===== config.mk =====
export PLATFORM = sky130hd
export DESIGN_NAME = change_dispenser
export DESIGN_NICKNAME = d
export VERILOG_FILES = /design/src/rtl/change_dispenser.sv
export SDC_FILE = /design/constraint.sdc
export NUM_CORES = 1
export LEC_CHECK = 0
export CORE_ASPECT_RATIO = 1.5
export CORE_MARGIN = 1.5
export CORE_UTILIZATION = 57
export CTS_BUF_LIST = sky130_fd_sc_hd__clkbuf_16
export DETAILED_ROUTE_END_ITERATION = 10
export GPL_ROUTABILITY_DRIVEN = 0
export PLACE_DENSITY = 0.8
export SLEW_MARGIN = 5
export SYNTH_ARGS = -nofsm -noshare
export SYNTH_HDL_FRONTEND = slang
export SYNTH_SLANG_ARGS = --single-unit

===== constraint.sdc =====
create_clock -name clock -period 2.5 [get_ports clock]
set_input_delay 0.5 -clock clock [delete_from_list [all_inputs] [get_ports clock]]
set_output_delay 0.5 -clock clock [all_outputs]
set_load 0.05 [all_outputs]

===== src/rtl/change_dispenser.sv =====
// Dispense sequencer: pours for a fixed time, then pays change one 50-unit coin
// at a time over a 4-phase req/ack handshake with the coin hopper.
module change_dispenser #(
  parameter int POUR_CYCLES = 8,
  parameter int ACK_TIMEOUT = 16
) (
  input  logic       clock,
  input  logic       reset_n,
  input  logic       coffee,
  input  logic [1:0] remain,
  input  logic       hopper_ack,
  output logic       coin_req,
  output logic       pour,
  output logic       busy,
  output logic       vend_done,
  output logic       overrun,
  output logic       fault,
  output logic [7:0] coins_paid
);

  localparam int TMAX = (POUR_CYCLES > ACK_TIMEOUT) ? POUR_CYCLES : ACK_TIMEOUT;
  localparam int TW   = $clog2(TMAX + 1);
  localparam logic [TW-1:0] POUR_LAST = TW'(POUR_CYCLES - 1);
  localparam logic [TW-1:0] ACK_LAST  = TW'(ACK_TIMEOUT - 1);

  typedef enum logic [2:0] {
    S_IDLE, S_POUR, S_PAY_REQ, S_PAY_WAIT, S_DONE, S_FAULT
  } state_t;

  // Handshake: coin_req rises in PAY_REQ and stays high until hopper_ack=1 is
  // sampled; coin_req then drops and the next request waits for hopper_ack=0.
  state_t        state_q, state_d;
  logic [TW-1:0] timer_q, timer_d;
  logic [1:0]    pending_q, pending_d;
  logic [7:0]    coins_d;
  logic          overrun_d;

  always_comb begin
    state_d   = state_q;
    timer_d   = timer_q;
    pending_d = pending_q;
    coins_d   = coins_paid;
    overrun_d = overrun | (coffee && (state_q != S_IDLE));
    case (state_q)
      S_IDLE: begin
        if (coffee) begin
          pending_d = remain;
          timer_d   = '0;
          state_d   = S_POUR;
        end
      end
      S_POUR: begin
        if (timer_q == POUR_LAST) begin
          timer_d = '0;
          state_d = (pending_q != 2'd0) ? S_PAY_REQ : S_DONE;
        end else begin
          timer_d = timer_q + 1'b1;
        end
      end
      S_PAY_REQ: begin
        if (hopper_ack) begin
          pending_d = pending_q - 2'd1;
          if (coins_paid != 8'hFF) coins_d = coins_paid + 8'd1;
          timer_d   = '0;
          state_d   = S_PAY_WAIT;
        end else if (timer_q == ACK_LAST) begin
          state_d = S_FAULT;
        end else begin
          timer_d = timer_q + 1'b1;
        end
      end
      S_PAY_WAIT: begin
        if (!hopper_ack) begin
          timer_d = '0;
          state_d = (pending_q != 2'd0) ? S_PAY_REQ : S_DONE;
        end else if (timer_q == ACK_LAST) begin
          state_d = S_FAULT;
        end else begin
          timer_d = timer_q + 1'b1;
        end
      end
      S_DONE:  state_d = S_IDLE;
      S_FAULT: state_d = S_FAULT;
      default: state_d = S_IDLE;
    endcase
  end

  // Outputs are registered copies of the next-state decode.
  always_ff @(posedge clock) begin
    if (!reset_n) begin
      state_q    <= S_IDLE;
      timer_q    <= '0;
      pending_q  <= 2'd0;
      coins_paid <= 8'd0;
      overrun    <= 1'b0;
      coin_req   <= 1'b0;
      pour       <= 1'b0;
      busy       <= 1'b0;
      vend_done  <= 1'b0;
      fault      <= 1'b0;
    end else begin
      state_q    <= state_d;
      timer_q    <= timer_d;
      pending_q  <= pending_d;
      coins_paid <= coins_d;
      overrun    <= overrun_d;
      coin_req   <= (state_d == S_PAY_REQ);
      pour       <= (state_d == S_POUR);
      busy       <= (state_d != S_IDLE);
      vend_done  <= (state_d == S_DONE);
      fault      <= (state_d == S_FAULT);
    end
  end

endmodule

; ---- Yosys cells after proc, flatten, opt, wreduce, memory -nomap -nowiden
; Cells that the tools add are included.
[totals]
register_bits = 24
input_bits = 6
output_inout_bits = 14
elab_cells = 53
[classes]
add_sub_neg = 3
eq_ne = 13
n_mux = 16
bitwise_logic = 1
n_reduce_logical = 10
[ops]
columns = cell, n
row1 = two-way mux 5 bit, 5
row2 = one-hot mux 5 bit (4 select lines), 1
row3 = two-way mux 3 bit, 6
row4 = one-hot mux 3 bit (5 select lines), 1
row5 = equality test 3 x 2 -> 1 bit (second input constant), 3
row6 = equality test 3 bit (second input constant), 3
row7 = adder 8 x 1 -> 8 bit (second input constant), 1
row8 = != test 8 bit (second input constant), 1
row9 = equality test 3 x 1 -> 1 bit (second input constant), 2
row10 = AND reduction 3 bit, 2
row11 = nonzero test 3 bit, 2
row12 = adder 5 x 1 -> 5 bit (second input constant), 1
row13 = equality test 5 x 3 -> 1 bit (second input constant), 1
row14 = equality test 5 x 4 -> 1 bit (second input constant), 1
row15 = two-way mux 2 bit, 2
row16 = != test 2 bit (second input constant), 2
row17 = one-hot mux 2 bit (2 select lines), 1
row18 = nonzero test 2 bit, 2
row19 = nonzero test 4 bit, 1
row20 = zero test 3 bit, 1
row21 = AND reduction 2 bit, 1
row22 = subtractor 2 x 1 -> 2 bit (second input constant), 1
row23 = logical AND 1 bit, 1
row24 = OR 1 bit, 1

; ---- Logic depth before layout (Yosys ltp)
[depth]
word_depth = 5
ltp_mapped = 8
depth_no_buf = 8

; ---- Least setup slack after synthesis
; Ideal clock, no wire load.
[synth_timing]
path_type = register -> register
startpoint = reg coins_paid[0]
endpoint = reg coins_paid[1]
setup_ps = 128
arrival_time_ps = 1668
t_required_ps = 2372
path_slack_ps = 704
path_stages_with_launch = 6
n_path_buf = 0
period_less_slack_ps = 1796
cell_sequence = dfxtp_1 ha_1 nand3_1 o21ai_0 mux2i_1 nor2_1
[synth_via]
elab_chain_len = 2
elab_cells_between_ends = 3
classes_between = 1 x add/sub / 1 x eq/ne / 1 x reduce/logical
[synth_rtl]
columns = item, line
row1 = from (decl), 18  ; output logic [7:0] coins_paid
row2 = from (signal assigned), 105  ; coins_paid <= coins_d;
row3 = branches (longest 2 deep; another with adder 8 x 1 -> 8 bit), n/a
; Several ways; the timed one is not identified.
; A chain may end at the register's enable or synchronous reset.

; ---- Worst setup path in the final report
[layout_timing]
startpoint = reg coins_paid[3]
endpoint = out coins_paid[3]
; No word-level cell between the ends.

==> metrics <==
outcome=completed; Ports=20; Final #Nets=roughly 180; leading cell type in the layout, fill and taps excluded=dfxtp_1; Synth cell types=44; Cell Pwr Density=585 nW/um^2; top_reg_cell synth=dfxtp_1; residual DRC count=0; register bit total from synthesis=24; critical path type=flop to primary output; Vert. Die Dim=62.1 um; HP Class=flop to flop; Crit path buffers/inverters=1; initial cell density of the core=0.601; Clock Skew=1.47 ps; pre-CTS WS=415 ps; post-layout util=0.735; peak supply drop=0.427 mV; Largest stage delay, worst path=840 ps; fmax=491 MHz; Max-Cap Viols=0; total power=0.948 mW; hold_sp=overrun; total congestion overflow=0; clk buf depth=2; final slew viol count=0; Initial DRC Count=30; GRT Resource Usage Total=0.237; Routed WL per cell=14.9 um; first-pass GRT wire length=4970 um; via count=around 1,200; pin count of the biggest net entering global routing=20; flop2flop setup slack=slightly above 500 ps; Root Driver=clkbuf_16; hold_buf cts=0; mapped cell area=roughly 1300 um^2; Final WS setup=463 ps; Worst setup SP type=flop; synth-to-layout area growth=22.1%; CTS clk-pin slew, worst paths=60 ps; R2R depth=8; Synth Instances=152; post-synth net total=163; Seq/Total Area, Yosys=0.362; final std cells w/o fill=192; slew margin rel.=0.582; hold depth=2; setup violators final=0; share of cells above drive strength 1=0.0651; Fillers=~180; crit-path max FO=7; CP arrival=1540 ps; required time worst endpoint=2000 ps; core region area=between 2000 and 2500 um^2; leakage dissipation=0.581 nW; CTS H-tree depth=1; cell family with most CP delay=buffers and inverters; clk_lat worst skew=260 ps; final setup TNS=0 ps; most frequent cells in the layout=dfxtp_1 (24), clkdlybuf4s50_1 (19), nor2_1 (13), o21ai_0 (9); # diodes=0; multi-input logic area=779 um^2; r2r startpoint=timer_q[0]; Synth Warn #=0; IO buf count=19; vias in the first global route=between 1,000 and 1,500; setup bufs post-CTS=0; initial antenna violation count=0; CTS Sinks=24; die area=2630 um^2; hold_ws=474 ps; TritonCTS clock tree=built; min Tclk post-route=~2000 ps; Levels on crit path=1; post-cts resize count=0; final worst path period share=0.815; number of detailed-route iterations in the first pass=4; worst-margin pin slew=625 ps; vias per inst=6.18; endpoint class of the critical path=primary output; Slowest-stage cell, CP=clkdlybuf4s50_1; worst r2r dst=fault; FF+latch area=approximately 480 um^2; Syn Area/Cell=8.73 um^2; # rows=21; Final ANT Viol Nets=0; Die X=42.4 um; RSZ-0062 raised after global routing=false; EDFF count, synth=0; DP Cell Count=approximately 190; post-DP HPWL=2130 um; fin area=1620 um^2; CTS Buf Count=3; detailed-route wire length=2870 um; Worst Hold Path EP=overrun; ys async rst share=0; dpl cell area=1520 um^2; Critical Path, Cell by Cell=clkdlybuf4s50_1; final hold vios=0
[registers in the layout (all words and copies together) (netlist names)]
register and flops:
fault 1, pour 1, coins_paid 8, state_q 3, vend_done 1, pending_q 2
coin_req 1, busy 1, overrun 1, timer_q 5
[metal layers]
layer,track usage,vias up,share of wire
met2,0.419,19,0.54
met4,0.129,0,0.024
met5,0,-,0
li1,-,592,-
met1,0.266,568,0.41
met3,0.0262,8,0.022
[where the power goes]
part / internal, mW / switching [mW]
clock: 0.318 / 0.135
combinational: 0.0389 / 0.0527
sequential: 0.391 / 0.0113
[layout make-up]
cell class                      count  area share
Clock buffer                        3      0.0463
Inverter                            8      0.0185
Tap cell                           23      0.0177
Multi-Input combinational cell    113       0.481
Clock inverter                      1      0.0185
Timing Repair Buffer               20       0.122
Sequential cell                    24       0.296
[kinds of logic (layout without fill, tap and decap cells)]
kind of cell | count (synthesis) | after routing | synth area share
flip-flops | 24 | 24 | 0.362
adder cells (fa/ha/maj) | 5 | 5 | 0.0471
AND/OR/NAND/NOR | 58 | 58 | 0.258
buffers and inverters | 15 | 32 | 0.0509
AO/OA/AOI/OAI | 42 | 42 | 0.227
multiplexers | 2 | 2 | 0.0151
XOR/XNOR | 6 | 6 | 0.0396
[synth_stat cells, drive strengths merged, types with 3 or more instances]
cell type	n	area, um^2
inv	7	26.3
and2	4	25.0
or3	4	25.0
o311a	3	30.0
o211ai	3	36.3
nor2b	3	18.8
buf	4	26.3
a21oi	7	35.0
xor2	4	35.0
nand3	6	30.0
clkbuf	3	11.3
nor3	8	50.1
nand2b	3	18.8
o2111ai	3	26.3
nor2	13	48.8
ha	5	62.6
dfxtp	24	480
o21ai	11	55.1
nand2	6	22.5
[how the worst max path moves through the flow]
stage / start / slack, ps / endpoint
2_1_floorplan: coins_paid[0] / 700 / coins_paid[1]
3_3_place_gp: hopper_ack / 460 / pour
3_5_place_dp: hopper_ack / 420 / pour
4_1_cts: coins_paid[3] / 470 / coins_paid[3]
5_1_grt: timer_q[0] / 300 / fault
6_report: coins_paid[3] / 460 / coins_paid[3]
Power figures use the tool's default switching activity.
